## src/rtl/memory_pkg.sv

```systemverilog
// Shared constants and FSM state type for the memory page reader slice.
package memory_pkg;

  localparam int DEF_NPAGE        = 8;
  localparam int DEF_RAM_WIDTH    = 18;
  localparam int DEF_RAM_DEPTH    = 1024;
  localparam int DEF_READ_LATENCY = 2;

  typedef enum logic [1:0] {
    ST_IDLE  = 2'd0,
    ST_READ  = 2'd1,
    ST_DRAIN = 2'd2
  } state_e;

  // Skid FIFO must absorb every read still in the memory pipeline plus slack.
  function automatic int fifo_depth(input int read_latency);
    return read_latency + 2;
  endfunction

endpackage

```

## src/rtl/memory_page_reader_if.sv

```systemverilog
// Memory read port and output entry stream of the page reader.
interface memory_page_reader_if #(
  parameter int RAM_WIDTH = memory_pkg::DEF_RAM_WIDTH,
  parameter int RAM_DEPTH = memory_pkg::DEF_RAM_DEPTH
);
  logic [$clog2(RAM_DEPTH)-1:0] addrb;
  logic                         enb;
  logic                         regceb;
  logic [RAM_WIDTH-1:0]         doutb;
  logic [RAM_WIDTH-1:0]         dout;
  logic                         dout_valid;
  logic                         dout_ready;
  logic                         dout_last;

  modport master (
    output addrb, enb, regceb, dout, dout_valid, dout_last,
    input  doutb, dout_ready
  );

  modport slave (
    input  addrb, enb, regceb, dout, dout_valid, dout_last,
    output doutb, dout_ready
  );
endinterface

```

## src/rtl/memory_reader_fifo.sv

```systemverilog
// Small skid FIFO; head is presented combinationally and reads as zero when empty.
module memory_reader_fifo #(
  parameter  int WIDTH = 19,
  parameter  int DEPTH = 4,
  localparam int PW    = (DEPTH > 1) ? $clog2(DEPTH) : 1,
  localparam int CW    = $clog2(DEPTH + 1)
) (
  input  logic             clk,
  input  logic             rst,
  input  logic             push,
  input  logic [WIDTH-1:0] din,
  input  logic             pop,
  output logic [WIDTH-1:0] dout,
  output logic             full,
  output logic             empty,
  output logic [CW-1:0]    count
);

  logic [WIDTH-1:0] mem_q [DEPTH];
  logic [PW-1:0]    wr_ptr_q, wr_ptr_d;
  logic [PW-1:0]    rd_ptr_q, rd_ptr_d;
  logic [CW-1:0]    count_q, count_d;
  logic             do_push, do_pop;

  function automatic logic [PW-1:0] ptr_inc(input logic [PW-1:0] p);
    return (p == PW'(DEPTH - 1)) ? '0 : p + PW'(1);
  endfunction

  assign full    = (count_q == CW'(DEPTH));
  assign empty   = (count_q == '0);
  assign count   = count_q;
  assign do_pop  = pop && !empty;
  assign do_push = push && (!full || do_pop);
  assign dout    = empty ? '0 : mem_q[rd_ptr_q];

  always_comb begin
    wr_ptr_d = do_push ? ptr_inc(wr_ptr_q) : wr_ptr_q;
    rd_ptr_d = do_pop  ? ptr_inc(rd_ptr_q) : rd_ptr_q;
    count_d  = count_q + CW'(do_push) - CW'(do_pop);
  end

  always_ff @(posedge clk or posedge rst) begin
    if (rst) begin
      wr_ptr_q <= '0;
      rd_ptr_q <= '0;
      count_q  <= '0;
    end else begin
      wr_ptr_q <= wr_ptr_d;
      rd_ptr_q <= rd_ptr_d;
      count_q  <= count_d;
    end
  end

  always_ff @(posedge clk) begin
    if (do_push) begin
      mem_q[wr_ptr_q] <= din;
    end
  end

endmodule

```

## src/rtl/memory_page_reader.sv

```systemverilog
// Streams one page of a paged RAM out through a backpressured skid FIFO.
// Build option: MEMORY_PAGE_READER_PAGE_CLEAR_EN enables the page-count clear strobe.
module memory_page_reader #(
  parameter int RAM_WIDTH    = memory_pkg::DEF_RAM_WIDTH,
  parameter int RAM_DEPTH    = memory_pkg::DEF_RAM_DEPTH,
  parameter int NPAGE        = memory_pkg::DEF_NPAGE,
  parameter int READ_LATENCY = memory_pkg::DEF_READ_LATENCY
) (
  input  logic                     clkb,
  input  logic                     rstb,
  input  logic                     start,
  input  logic [$clog2(NPAGE)-1:0] page,
  input  logic [8*NPAGE-1:0]       nent_in,
  memory_page_reader_if.master     bus,
  output logic                     busy,
  output logic                     done,
  output logic                     ovf,
  output logic                     nent_clr_we,
  output logic [$clog2(NPAGE)-1:0] nent_clr_page
);
  import memory_pkg::*;

  localparam int PAGE_DEPTH = RAM_DEPTH / NPAGE;
  localparam int PW         = $clog2(NPAGE);
  localparam int IW         = $clog2(PAGE_DEPTH);
  localparam int AW         = $clog2(RAM_DEPTH);
  localparam int CW         = $clog2(PAGE_DEPTH + 1);
  localparam int FDEPTH     = fifo_depth(READ_LATENCY);
  localparam int FCW        = $clog2(FDEPTH + 1);
  localparam logic [31:0] PAGE_DEPTH_U = 32'(PAGE_DEPTH);

  state_e                  state_q, state_d;
  logic [PW-1:0]           page_q, page_d;
  logic [CW-1:0]           cnt_q, cnt_d;
  logic [CW-1:0]           idx_q, idx_d;
  logic                    ovf_q, ovf_d;
  logic                    done_q, done_d;
  logic                    empty_wait_q, empty_wait_d;
  logic                    enb_q, enb_d;
  logic                    elast_q, elast_d;
  logic [AW-1:0]           addr_q, addr_d;
  logic [READ_LATENCY-1:0] vld_q, vld_d;
  logic [READ_LATENCY-1:0] vlast_q, vlast_d;

  logic [7:0]              nent_arr [NPAGE];
  logic [7:0]              nent_sel;
  logic [FCW-1:0]          inflight;
  logic [RAM_WIDTH:0]      fifo_head;
  logic                    fifo_full, fifo_empty;
  logic [FCW-1:0]          fifo_count;
  logic                    pop, head_last, room, issue, issue_last;

  for (genvar gi = 0; gi < NPAGE; gi++) begin : g_nent
    assign nent_arr[gi] = nent_in[8*gi +: 8];
  end
  assign nent_sel = nent_arr[page];

  assign pop        = !fifo_empty && bus.dout_ready;
  assign head_last  = fifo_head[RAM_WIDTH];
  assign issue_last = (idx_q == cnt_q - CW'(1));

  always_comb begin
    inflight = FCW'(enb_q);
    for (int i = 0; i < READ_LATENCY; i++) begin
      inflight = inflight + FCW'(vld_q[i]);
    end
  end

  // A pop this cycle frees a slot at the same edge the new read is committed.
  assign room  = (int'(inflight) + int'(fifo_count) - int'(pop)) < FDEPTH;
  assign issue = (state_q == ST_READ) && room && !fifo_full;

  always_comb begin
    vld_d[0]   = enb_q;
    vlast_d[0] = elast_q;
    for (int i = 1; i < READ_LATENCY; i++) begin
      vld_d[i]   = vld_q[i-1];
      vlast_d[i] = vlast_q[i-1];
    end
  end

  always_comb begin
    state_d      = state_q;
    page_d       = page_q;
    cnt_d        = cnt_q;
    idx_d        = idx_q;
    ovf_d        = ovf_q;
    done_d       = 1'b0;
    empty_wait_d = 1'b0;
    enb_d        = issue;
    elast_d      = issue && issue_last;
    addr_d       = issue ? AW'({page_q, idx_q[IW-1:0]}) : addr_q;

    case (state_q)
      ST_IDLE: begin
        if (start) begin
          page_d       = page;
          idx_d        = '0;
          ovf_d        = {24'd0, nent_sel} > PAGE_DEPTH_U;
          cnt_d        = ovf_d ? CW'(PAGE_DEPTH) : CW'(nent_sel);
          empty_wait_d = (nent_sel == 8'd0);
          state_d      = empty_wait_d ? ST_DRAIN : ST_READ;
        end
      end
      ST_READ: begin
        if (issue) begin
          idx_d = idx_q + CW'(1);
          if (issue_last) begin
            state_d = ST_DRAIN;
          end
        end
      end
      ST_DRAIN: begin
        // An empty page spends one extra DRAIN cycle so done still lands two cycles after start.
        if ((cnt_q == '0 && !empty_wait_q) || (pop && head_last)) begin
          state_d = ST_IDLE;
          done_d  = 1'b1;
        end
      end
      default: state_d = ST_IDLE;
    endcase
  end

  always_ff @(posedge clkb or posedge rstb) begin
    if (rstb) begin
      state_q      <= ST_IDLE;
      page_q       <= '0;
      cnt_q        <= '0;
      idx_q        <= '0;
      ovf_q        <= 1'b0;
      done_q       <= 1'b0;
      empty_wait_q <= 1'b0;
      enb_q        <= 1'b0;
      elast_q      <= 1'b0;
      addr_q       <= '0;
      vld_q        <= '0;
      vlast_q      <= '0;
    end else begin
      state_q      <= state_d;
      page_q       <= page_d;
      cnt_q        <= cnt_d;
      idx_q        <= idx_d;
      ovf_q        <= ovf_d;
      done_q       <= done_d;
      empty_wait_q <= empty_wait_d;
      enb_q        <= enb_d;
      elast_q      <= elast_d;
      addr_q       <= addr_d;
      vld_q        <= vld_d;
      vlast_q      <= vlast_d;
    end
  end

  memory_reader_fifo #(
    .WIDTH (RAM_WIDTH + 1),
    .DEPTH (FDEPTH)
  ) u_fifo (
    .clk   (clkb),
    .rst   (rstb),
    .push  (vld_q[READ_LATENCY-1]),
    .din   ({vlast_q[READ_LATENCY-1], bus.doutb}),
    .pop   (pop),
    .dout  (fifo_head),
    .full  (fifo_full),
    .empty (fifo_empty),
    .count (fifo_count)
  );

  if (READ_LATENCY == 1) begin : g_regce_direct
    assign bus.regceb = enb_q;
  end else begin : g_regce_delayed
    assign bus.regceb = vld_q[READ_LATENCY-2];
  end

  assign bus.addrb      = addr_q;
  assign bus.enb        = enb_q;
  assign bus.dout       = fifo_head[RAM_WIDTH-1:0];
  assign bus.dout_valid = !fifo_empty;
  assign bus.dout_last  = head_last;
  assign busy           = (state_q != ST_IDLE);
  assign done           = done_q;
  assign ovf            = ovf_q;

`ifdef MEMORY_PAGE_READER_PAGE_CLEAR_EN
  assign nent_clr_we   = done_q;
  assign nent_clr_page = page_q;
`else
  assign nent_clr_we   = 1'b0;
  assign nent_clr_page = '0;
`endif

endmodule

```

## src/flat_wrapper.sv

```systemverilog
// flat-port wrapper written by rule: the top's interface ports become plain ports
module memory_page_reader_flat import memory_pkg::*;
#(
  parameter int RAM_WIDTH    = memory_pkg::DEF_RAM_WIDTH,
  parameter int RAM_DEPTH    = memory_pkg::DEF_RAM_DEPTH,
  parameter int NPAGE        = memory_pkg::DEF_NPAGE,
  parameter int READ_LATENCY = memory_pkg::DEF_READ_LATENCY
)
  (clkb, rstb, start, page, nent_in, busy, done, ovf, nent_clr_we, nent_clr_page, bus_addrb, bus_enb, bus_regceb, bus_dout, bus_dout_valid, bus_dout_last, bus_doutb, bus_dout_ready);
  memory_page_reader_if #(.RAM_WIDTH(RAM_WIDTH), .RAM_DEPTH(RAM_DEPTH)) bus_i ();
  input  logic clkb;
  input  logic rstb;
  input  logic start;
  input  logic [$clog2(NPAGE)-1:0] page;
  input  logic [8*NPAGE-1:0] nent_in;
  output logic busy;
  output logic done;
  output logic ovf;
  output logic nent_clr_we;
  output logic [$clog2(NPAGE)-1:0] nent_clr_page;
  output wire logic [$bits(bus_i.addrb)-1:0] bus_addrb;
  output wire logic [$bits(bus_i.enb)-1:0] bus_enb;
  output wire logic [$bits(bus_i.regceb)-1:0] bus_regceb;
  output wire logic [$bits(bus_i.dout)-1:0] bus_dout;
  output wire logic [$bits(bus_i.dout_valid)-1:0] bus_dout_valid;
  output wire logic [$bits(bus_i.dout_last)-1:0] bus_dout_last;
  input wire logic [$bits(bus_i.doutb)-1:0] bus_doutb;
  input wire logic [$bits(bus_i.dout_ready)-1:0] bus_dout_ready;
  assign bus_addrb = bus_i.addrb;
  assign bus_enb = bus_i.enb;
  assign bus_regceb = bus_i.regceb;
  assign bus_dout = bus_i.dout;
  assign bus_dout_valid = bus_i.dout_valid;
  assign bus_dout_last = bus_i.dout_last;
  assign bus_i.doutb = bus_doutb;
  assign bus_i.dout_ready = bus_dout_ready;
  memory_page_reader #(.RAM_WIDTH(RAM_WIDTH), .RAM_DEPTH(RAM_DEPTH), .NPAGE(NPAGE), .READ_LATENCY(READ_LATENCY)) u_core (.clkb(clkb), .rstb(rstb), .start(start), .page(page), .nent_in(nent_in), .bus(bus_i), .busy(busy), .done(done), .ovf(ovf), .nent_clr_we(nent_clr_we), .nent_clr_page(nent_clr_page));
endmodule
```

## config.mk

```make
export PLATFORM = sky130hd
export DESIGN_NAME = memory_page_reader_flat
export DESIGN_NICKNAME = d
export VERILOG_FILES = /design/src/rtl/memory_pkg.sv /design/src/rtl/memory_page_reader_if.sv /design/src/rtl/memory_reader_fifo.sv /design/src/rtl/memory_page_reader.sv /design/src/flat_wrapper.sv
export SDC_FILE = /design/constraint.sdc
export NUM_CORES = 1
export LEC_CHECK = 0
export ABC_AREA = 1
export CORE_MARGIN = 5
export CORE_UTILIZATION = 47
export DETAILED_ROUTE_END_ITERATION = 10
export HOLD_SLACK_MARGIN = 0.12
export MAX_ROUTING_LAYER = met4
export PLACE_DENSITY = 0.8
export SYNTH_ARGS = -nofsm -noshare
export SYNTH_HDL_FRONTEND = slang
export SYNTH_SLANG_ARGS = --single-unit
```

## constraint.sdc

```tcl
create_clock -name clkb -period 2.82 [get_ports clkb]
set_input_delay 0.423 -clock clkb [delete_from_list [all_inputs] [get_ports clkb]]
set_output_delay 0.423 -clock clkb [all_outputs]
set_load 0.05 [all_outputs]
```

==> results of run 1 <==
[cells in the final DEF, fill, tap and decap left out, drive strengths merged]
cell,n
a22oi,1
nor2,118
ha,17
nand2,195
nor3,7
nand3b,2
buf,51
edfxtp,76
o21ai,61
a21oi,24
conb,4
clkinvlp,1
clkdlybuf4s50,104
inv,104
xor2,3
dfrtp,47
bufinv,2
xnor2,2
a21boi,1
fa,3
nand4,1
nand3,59
clkbuf,18
clkinv,7
nor3b,2
[cells in the mapped netlist, types with 4 or more instances]
| library cell | count | area [µm²] |
|---|---|---|
| inv_1 | 94 | 353 |
| ha_1 | 17 | 213 |
| nand3_1 | 58 | 290 |
| o21ai_0 | 57 | 285 |
| dfrtp_1 | 47 | 1180 |
| edfxtp_1 | 76 | 2280 |
| clkbuf_1 | 9 | 33.8 |
| buf_2 | 7 | 35.0 |
| buf_4 | 11 | 82.6 |
| nor3_1 | 7 | 35.0 |
| a21oi_1 | 24 | 120 |
| nand2_1 | 191 | 717 |
| o21ai_1 | 4 | 20.0 |
| nor2_1 | 117 | 439 |
[timing repair]
action / CTS / global route
pin swaps: 7 / 10
resized for setup: 22 / 40
endpoints found under the setup margin: 21 / 22
setup buffers: 2 / 2
gates cloned: 2 / 0
[routing by layer]
layer | wire length [µm] | up-vias | part of all wire [%] | GRT usage [%]
li1 | - | 2686 | - | -
met1 | 6320 | 2510 | 40 | 23.5
met2 | 8100 | 220 | 51 | 34.8
met3 | 965 | 49 | 6.1 | 4.15
met4 | 520 | 0 | 3.3 | 8.58
met5 | 0 | - | 0 | -
[worst max-delay path by stage]
stage | from | endpoint | slack [ns] | cells past startpoint
global placement | u_core.vld_q[1] | u_core.bus.addrb[3] | -0.11 | 14
detailed placement | u_core.vld_q[1] | u_core.bus.addrb[6] | -0.19 | 14
finish | u_core.vld_q[0] | u_core.idx_q[3] | -0.22 | 15
floorplan | u_core.bus.enb | u_core.idx_q[1] | -0.1 | 16
CTS | u_core.vld_q[0] | u_core.idx_q[5] | -0.1 | 15
global route | u_core.vld_q[0] | u_core.idx_q[3] | -0.32 | 15
[stage by stage]
step                hold WS (ns)  power (mW)  setup WS, ns
CTS                        0.359        9.24       -0.0994
global route               0.374        10.1        -0.318
floorplan                  0.331        5.42       -0.0952
global placement           0.335        6.68        -0.105
detailed placement         0.341        6.78        -0.195
finish                     0.354        9.51        -0.224
[power groups by stage]
stage	combinational, mW	sequential, mW	clock (mW)
after detailed placement	4.28	2.51	0
after floorplan	2.76	2.66	0
after global routing	5.26	2.53	2.27
after global placement	4.19	2.50	0
after CTS	4.59	2.48	2.17
final	4.86	2.49	2.16
[worst register-to-register path, delay by kind of cell (launching register included)]
family        cells  cell delay, ns
xor+xnor          1            0.19
fa+ha+maj         4            1.40
buf+inv           3            0.19
flops             1            0.41
simple gates      7            0.73
[layout make-up]
type | instances | area [µm²]
repair buffers | 155 | 1460
inverters | 100 | 378
well taps | 176 | 220
multi-input cells | 500 | 2540
flip-flops and latches | 123 | 3460
clock buffers | 18 | 429
clock inverters | 14 | 163
fillers | 1033 | 4590
[sequential cells by signal (all words and copies together), names as in the netlist]
name / flops
u_core.bus.addrb: 10
u_core.bus.enb: 1
u_core.cnt_q: 8
u_core.done: 1
u_core.elast_q: 1
u_core.empty_wait_q: 1
u_core.idx_q: 8
u_core.ovf: 1
u_core.page_q: 3
u_core.state_q: 2
u_core.u_fifo.count: 3
u_core.u_fifo.mem_q: 76
u_core.u_fifo.rd_ptr_q: 2
u_core.u_fifo.wr_ptr_q: 2
u_core.vlast_q: 2
u_core.vld_q: 2
[kinds of logic (layout without fill, tap and decap cells)]
kind of cell,count (synthesis),after routing,share of synthesized area (%)
xor+xnor,5,5,0.690
compound gates,87,87,6.93
buf+inv,134,287,9.12
fa+ha+maj,20,20,4.29
flops,123,123,54.5
simple gates,383,384,24.4
other cells,1,4,0.0590
==> metrics, run 1 <==
Hold Crit Start=u_core.vlast_q[0]; Critical R2R Launch=u_core.vld_q[0]; largest net degree at the start of global routing=41; Post-Syn Area=0.00635 mm²; core area=0.0132 mm²; fin cells=1086; Mapped Cells=753; fin area=0.00865 mm²; Slew @ Worst Pin=0.770 ns; R2R depth=15; DR vias=5465; Final nets=1006; DIE HEIGHT=126 µm; max incr delay on CP=0.55 ns; Post-synth ARST share=38.2%; I/O Buffers=123; Worst EP required=3.12 ns; Psw=4.26 mW; # clock sinks=123; Die ar.=0.0159 mm²; # rows=42; failing checks=negative setup slack; Post-DRT Antenna Nets=0; top cell family by delay on the critical path=adder cells; fraction of layout cells with a size suffix above 1=15.4%; register area share after synthesis=54.5%; CTS tree=yes; unrepaired setup endpoints after global routing=true; yosys synthesis warning count=0; Period Utilization, post-route=108%; Final min period=3.04 ns; H-tree depth reported by CTS=4; launching element type of the critical path=flop; final setup TNS=-2.48 ns; maximum resistive drop on vdd=0.657 mV; post-synth cell types=32; clock skew=0.00705 ns; R2R Setup Slk=-0.22 ns; Slowest-stage cell, CP=fa_1; number of global-route vias before repair=5510; total gr overflow=0; Crit. End Element=flop; logic gate share of total power=51.2%; DRC=0; worst min-delay path class=reg2reg; DRT Pass-1 Iters=5; Area growth syn-to-layout=36.2%; Vias per Instance=5.03; CP Max Fanout=6; fmax=0.329 GHz; mean post-synth cell area=8.43 µm²; outcome=complete, but fails checks; FF+latch count, synth=123; initial antenna violation count=0; Worst R2R End=u_core.idx_q[3]; post-layout util=65.3%; leakage power=3.88 nW; placed inst area=0.00782 mm²; hold path depth=0; slack of the critical path=-0.224 ns; Hold EP=u_core.vlast_q[1]; n_diodes=0; CP cell instances=fa_1, ha_2, inv_2, fa_2, inv_2, nor2_4, nand4_1, inv_2, ha_4, nand3_4, nand2_4, nand2_8, nor2_4, xor2_1, nor2_1; Crit path top cell by count=inv_2; Switching Share=44.8%; pwr dens=1100 mW/mm²; Post-CTS Hold Fix Bufs=0; Max clock buf depth=2; Routed Wire Length=15.9 mm; critical path arrival=3.34 ns; 1st-iter DRT viols=446; placed cells=1049; CP Class=reg2reg; Ports=128; die width=126 µm; ys flop type=edfxtp_1; Worst-path clk slew=0.06 ns; Clock power frac=22.7%; Post-synth EDFFs=76; Hold Fails Final Rpt=0; global-route wire length before repair=25.6 mm; Slew Viols, Final=0; global router's overall resource usage=20.4%; routed len/inst=14.6 µm; starting density of the core=48.0%; clk root buf=clkbuf_16; Int Pwr=5.25 mW; CP bufs+invs=3; Worst slew margin=48.6%; Skew-Pair Late Insertion Delay=0.42 ns; DP Wirelength=10.6 mm; max-cap viol count=0; gpl congestion=0.869; final setup fails=21; Num CTS Buffers=17; Reg power frac=26.2%
No activity file was read; power rests on OpenSTA's default activity.
==> run 2: changes to the inputs <==
--- a/config.mk
+++ b/config.mk
@@ -6,12 +6,11 @@
 export NUM_CORES = 1
 export LEC_CHECK = 0
 export ABC_AREA = 1
-export CORE_MARGIN = 5
-export CORE_UTILIZATION = 47
+export CORE_UTILIZATION = 32
 export DETAILED_ROUTE_END_ITERATION = 10
 export HOLD_SLACK_MARGIN = 0.12
 export MAX_ROUTING_LAYER = met4
-export PLACE_DENSITY = 0.8
+export PLACE_DENSITY = 0.59
 export SYNTH_ARGS = -nofsm -noshare
 export SYNTH_HDL_FRONTEND = slang
 export SYNTH_SLANG_ARGS = --single-unit
==> run 2 against run 1 <==
Compared with the run above:
- clock power about the same
- clock skew up 0.0039 ns
- maximum frequency up 5.1%
- sequential power about the same
- die area up 28%
- global-route usage down 4.2 points
- core utilization down 21 points
- sequential cell count unchanged
- cell count up 8.1%
- first-iteration DRC count down 44%
- the run still ends with negative setup slack left
==> metrics, run 2 (same netlist as run 1, synthesis figures left out) <==
outcome=complete, but fails checks; failing checks=negative setup slack; Post-CTS Hold Fix Bufs=0; Die ar.=0.0204 mm²; number of fill cells=1919; largest reg by FF count=u_core.u_fifo.mem_q; Final min period=2.90 ns; launching element type of the critical path=flop; worst min-delay path class=reg2reg; fin area=0.00869 mm²; DR vias=5199; H-tree depth reported by CTS=4; most frequent cells in the layout=nand2_1, nor2_1, clkdlybuf4s50_1; Vias per Instance=4.43; Final nets=1005; DRT Pass-1 Iters=4; R2R Setup Slk=-0.08 ns; DIE HEIGHT=143 µm; Worst slew margin=55.3%; Crit path top cell by count=inv_2; Area growth syn-to-layout=36.8%; die width=143 µm; CP Max Fanout=6; Worst-path clk slew=0.06 ns; commonest non-fill, non-tap cell in the layout=nand2_1; CP Class=reg2reg; DRC=0; CP bufs+invs=4; n_diodes=0; top cell family by delay on the critical path=adder cells; slack of the critical path=-0.0774 ns; routed len/inst=12.8 µm; I/O Buffers=123; final setup TNS=-0.715 ns; fraction of layout cells with a size suffix above 1=13.2%; largest net degree at the start of global routing=41; number of global-route vias before repair=5033; Skew-Pair Late Insertion Delay=0.41 ns; placed inst area=0.00791 mm²; Largest register FFs=76; critical path arrival=3.18 ns; Post-DRT Antenna Nets=0; max-cap viol count=0; global router's overall resource usage=16.2%; Slew Viols, Final=0; Num CTS Buffers=17; Slowest-stage cell, CP=fa_1; # clock sinks=123; starting density of the core=32.6%; CP cell instances=fa_1, ha_2, inv_2, fa_2, inv_2, nor2_4, nand4_1, inv_2, ha_4, nand3_4, a21boi_4, buf_6, nand3_2, nand2_2, a21oi_2; Slew @ Worst Pin=0.670 ns; unrepaired setup endpoints after global routing=true; maximum resistive drop on vdd=0.399 mV; leakage power=3.85 nW; Worst EP required=3.11 ns; Period Utilization, post-route=103%; gpl congestion=0.819; core area=0.0195 mm²; Max clock buf depth=2; Ports=128; fmax=0.345 GHz; Crit. End Element=flop; final setup fails=18; Post-Place Setup Slack=-0.163 ns; clk root buf=clkbuf_16; 1st-iter DRT viols=250; initial antenna violation count=0; Routed Wire Length=15.1 mm; max incr delay on CP=0.54 ns; DP Wirelength=10.7 mm; clock skew=0.0109 ns; pwr dens=1060 mW/mm²; # rows=51; CTS tree=yes; total gr overflow=0; global-route wire length before repair=24.6 mm; Hold Fails Final Rpt=0
[run 2: report_power, final]
part           switching [mW]  internal (mW)
combinational            3.01           1.57
sequential              0.213           2.27
clock                   0.783           1.39
total                    4.00           5.24
[run 2: final cells by class]
cell class	count	area [µm²]	area share, %
flip-flops and latches	123	3460	39.8
well taps	265	332	3.82
inverters	100	378	4.35
multi-input cells	500	2470	28.5
repair buffers	154	1440	16.6
clock buffers	18	429	4.94
clock inverters	14	171	1.97
[run 2: stage by stage]
step | hold slack, ns | power, mW | cells | util (%)
after floorplan | 0.331 | 5.42 | 756 | -
after detailed placement | 0.344 | 6.74 | 1138 | 40.7
final | 0.354 | 9.24 | 1174 | 44.6
after CTS | 0.357 | 9.20 | 1175 | 44.3
after global routing | 0.377 | 9.86 | 1174 | 44.6
after global placement | 0.337 | 6.70 | 1138 | 40.7
[run 2: worst reg2reg max path, stage by stage (launching register included)]
cell and delay, ns:
dfrtp_1 0.40, fa_1 0.55, ha_2 0.18, inv_2 0.04
fa_2 0.52, inv_2 0.05, nor2_4 0.08, nand4_1 0.12
inv_2 0.10, ha_4 0.13, nand3_4 0.09, a21boi_4 0.19
buf_6 0.16, nand3_2 0.07, nand2_2 0.07, a21oi_2 0.03
[run 2: final timing paths]
path                            startpoint                end  cells after the start
setup reg to reg           u_core.vld_q[1]    u_core.idx_q[4]                     15
hold / removal              u_core.elast_q  u_core.vlast_q[0]                      0
min in group asynchronous             rstb    u_core.idx_q[7]                      2
hold reg to reg             u_core.elast_q  u_core.vlast_q[0]                      0
setup / recovery           u_core.vld_q[1]    u_core.idx_q[4]                     15
max in group asynchronous             rstb    u_core.vld_q[0]                      3
[run 2: metal layers]
layer  global-route usage, %  vias to the layer above  wire, µm
met1                    18.8                     2364      6670
met4                    4.64                        0       180
li1                        -                     2683         -
met2                    28.3                      141      7560
met3                    3.32                       11       668
met5                       -                        -         0
[run 2: what timing repair did]
| item | 4_1_cts | 5_1_grt |
|---|---|---|
| cloned | 1 | 0 |
| buffers inserted | 4 | 0 |
| endpoints found under the setup margin | 21 | 22 |
| resized for setup | 18 | 22 |
| pin swaps | 1 | 6 |
==> run 3: changes to the inputs <==
--- a/config.mk
+++ b/config.mk
@@ -6,11 +6,11 @@
 export NUM_CORES = 1
 export LEC_CHECK = 0
 export ABC_AREA = 1
-export CORE_UTILIZATION = 32
+export CORE_UTILIZATION = 47
 export DETAILED_ROUTE_END_ITERATION = 10
 export HOLD_SLACK_MARGIN = 0.12
 export MAX_ROUTING_LAYER = met4
-export PLACE_DENSITY = 0.59
+export PLACE_DENSITY = 0.8
 export SYNTH_ARGS = -nofsm -noshare
 export SYNTH_HDL_FRONTEND = slang
 export SYNTH_SLANG_ARGS = --single-unit
==> run 3 against run 2 <==
Compared with the run above:
- clock-buffer cell count unchanged
- clock power about the same
- first-iteration DRC count increased by 67%
- the run still ends with negative setup slack left
- cell area decreased by 1.2%
- via count increased by 5.2%
- sequential power about the same
- critical endpoint is now u_core.state_q[1]
- cell count decreased by 7.6%
- total power increased by 1.9%
- core utilization increased by 20 points
==> metrics, run 3 (same netlist as run 1, synthesis figures left out) <==
most frequent cells in the layout=nand2_1, nor2_1, clkdlybuf4s50_1; outcome=complete, but fails checks; CP Class=reg2reg; Slowest-stage cell, CP=fa_1; DR vias=5468; Crit path top cell by count=inv_2; launching element type of the critical path=flop; Slew Viols, Final=0; Vias per Instance=5.04; total gr overflow=0; Storage cell area=0.00346 mm²; Psw=4.22 mW; number of global-route vias before repair=5427; CP Max Fanout=3; gpl congestion=0.856; fmax=0.330 GHz; global-route wire length before repair=25.6 mm; Total Power=9.42 mW; clk root buf=clkbuf_16; I/O Buffers=123; CP cell instances=fa_1, ha_2, inv_2, fa_2, inv_2, nor2_4, nand4_1, inv_2, ha_4, inv_1, a21boi_4, nand2_1, nand2_2, nand3_1, nand2_1; unrepaired setup endpoints after global routing=true; global router's overall resource usage=23.9%; placed cells=1047; slack of the critical path=-0.214 ns; starting density of the core=48.2%; Worst-path clk slew=0.06 ns; Routed Wire Length=15.9 mm; Max clock buf depth=2; # clock sinks=123; Largest register FFs=76; # rows=42; leakage power=3.85 nW; commonest non-fill, non-tap cell in the layout=nand2_1; Int Pwr=5.20 mW; Die ar.=0.0140 mm²; die width=118 µm; CTS tree=yes; Final nets=1005; number of fill cells=1015; Slew @ Worst Pin=0.724 ns; Final min period=3.03 ns; area of the multi-input gates=0.00250 mm²; DRC=0; top cell family by delay on the critical path=adder cells; Worst slew margin=51.7%; final setup fails=21; core area=0.0132 mm²; Worst EP required=3.16 ns; n_diodes=0; DIE HEIGHT=118 µm; fin area=0.00859 mm²; pwr dens=1100 mW/mm²; Clock power frac=22.8%; Crit. End Element=flop; DP Wirelength=10.3 mm; gr busiest metal=met2; initial antenna violation count=0; Reg power frac=26.5%; 1st-iter DRT viols=417; Area growth syn-to-layout=35.2%; maximum resistive drop on vdd=0.546 mV; Skew-Pair Late Insertion Delay=0.41 ns; worst min-delay path class=reg2reg; largest net degree at the start of global routing=41; routed len/inst=14.7 µm; met2 usage=42.8%; Switching Share=44.8%; clock skew=0.00874 ns; logic gate share of total power=50.7%; fin cells=1085; largest reg by FF count=u_core.u_fifo.mem_q; max-cap viol count=0; Period Utilization, post-route=108%; Num CTS Buffers=17; Post-DRT Antenna Nets=0; placed inst area=0.00778 mm²; DRT Pass-1 Iters=5; Ports=128; max incr delay on CP=0.55 ns; met3 usage in global routing=3.76%; failing checks=negative setup slack; H-tree depth reported by CTS=4; critical path arrival=3.38 ns; Hold Fails Final Rpt=0; CP bufs+invs=4; Post-Place Setup Slack=-0.217 ns; met1 GRT Util=27.1%; fraction of layout cells with a size suffix above 1=14.6%; final setup TNS=-2.97 ns
-- run 3: changes by cell type in the layout (fill, tap and decap cells not counted), sizes merged --
cell,change
inv,+2
bufinv,-1
clkinv,-1
-- run 3: through the flow --
stage	hold slack, ns	utilization [%]
floorplan	0.331	-
global placement	0.339	59.0
detailed placement	0.336	59.0
CTS	0.359	64.5
global route	0.366	65.1
finish	0.354	65.1
-- run 3: repair_timing --
item / CTS / global route
pin swaps: 7 / 2
setup buffers: 3 / 2
cloned: 2 / 0
hold buffers: 0 / 0
endpoints found under the setup margin: 21 / 22
resized for setup: 29 / 22
-- run 3: worst paths after layout --
check / cells after the start / slack [ns] / start / endpoint
min reg2reg: 0 / 0.35 / u_core.elast_q / u_core.vlast_q[0]
max reg2reg: 15 / -0.21 / u_core.vld_q[0] / u_core.state_q[1]
min: 0 / 0.35 / u_core.elast_q / u_core.vlast_q[0]
max: 15 / -0.21 / u_core.vld_q[0] / u_core.state_q[1]
max in group asynchronous: 3 / 1.77 / rstb / u_core.cnt_q[6]
min in group asynchronous: 2 / 0.43 / rstb / u_core.ovf
-- run 3: cell type report --
class	count	share of cell area (%)
Multi-Input combinational cell	500	29.2
Clock buffer	18	5.00
Sequential cell	123	40.3
Tap cell	176	2.56
Inverter	100	4.40
Clock inverter	14	1.89
Timing Repair Buffer	154	16.7
-- run 3: per-layer routing --
metal	part of all wire, %	wire length (µm)
met4	1.3	207
met1	41	6540
met2	53	8440
met5	0	0
met3	4.6	731
-- run 3: worst register-to-register path: cells and delay by family (launching register included) --
family / cells / cell delay (ns)
adder cells (fa/ha/maj): 4 / 1.41
AND/OR/NAND/NOR: 6 / 0.65
flip-flops: 1 / 0.41
buffers and inverters: 4 / 0.30
AO/OA/AOI/OAI: 1 / 0.22
-- run 3: power by group through the flow --
stage               registers [mW]  logic, mW  clock network (mW)
detailed placement            2.51       4.19                   0
global route                  2.53       5.16                2.24
floorplan                     2.66       2.76                   0
CTS                           2.48       4.56                2.16
global placement              2.49       4.08                   0
finish                        2.49       4.78                2.15
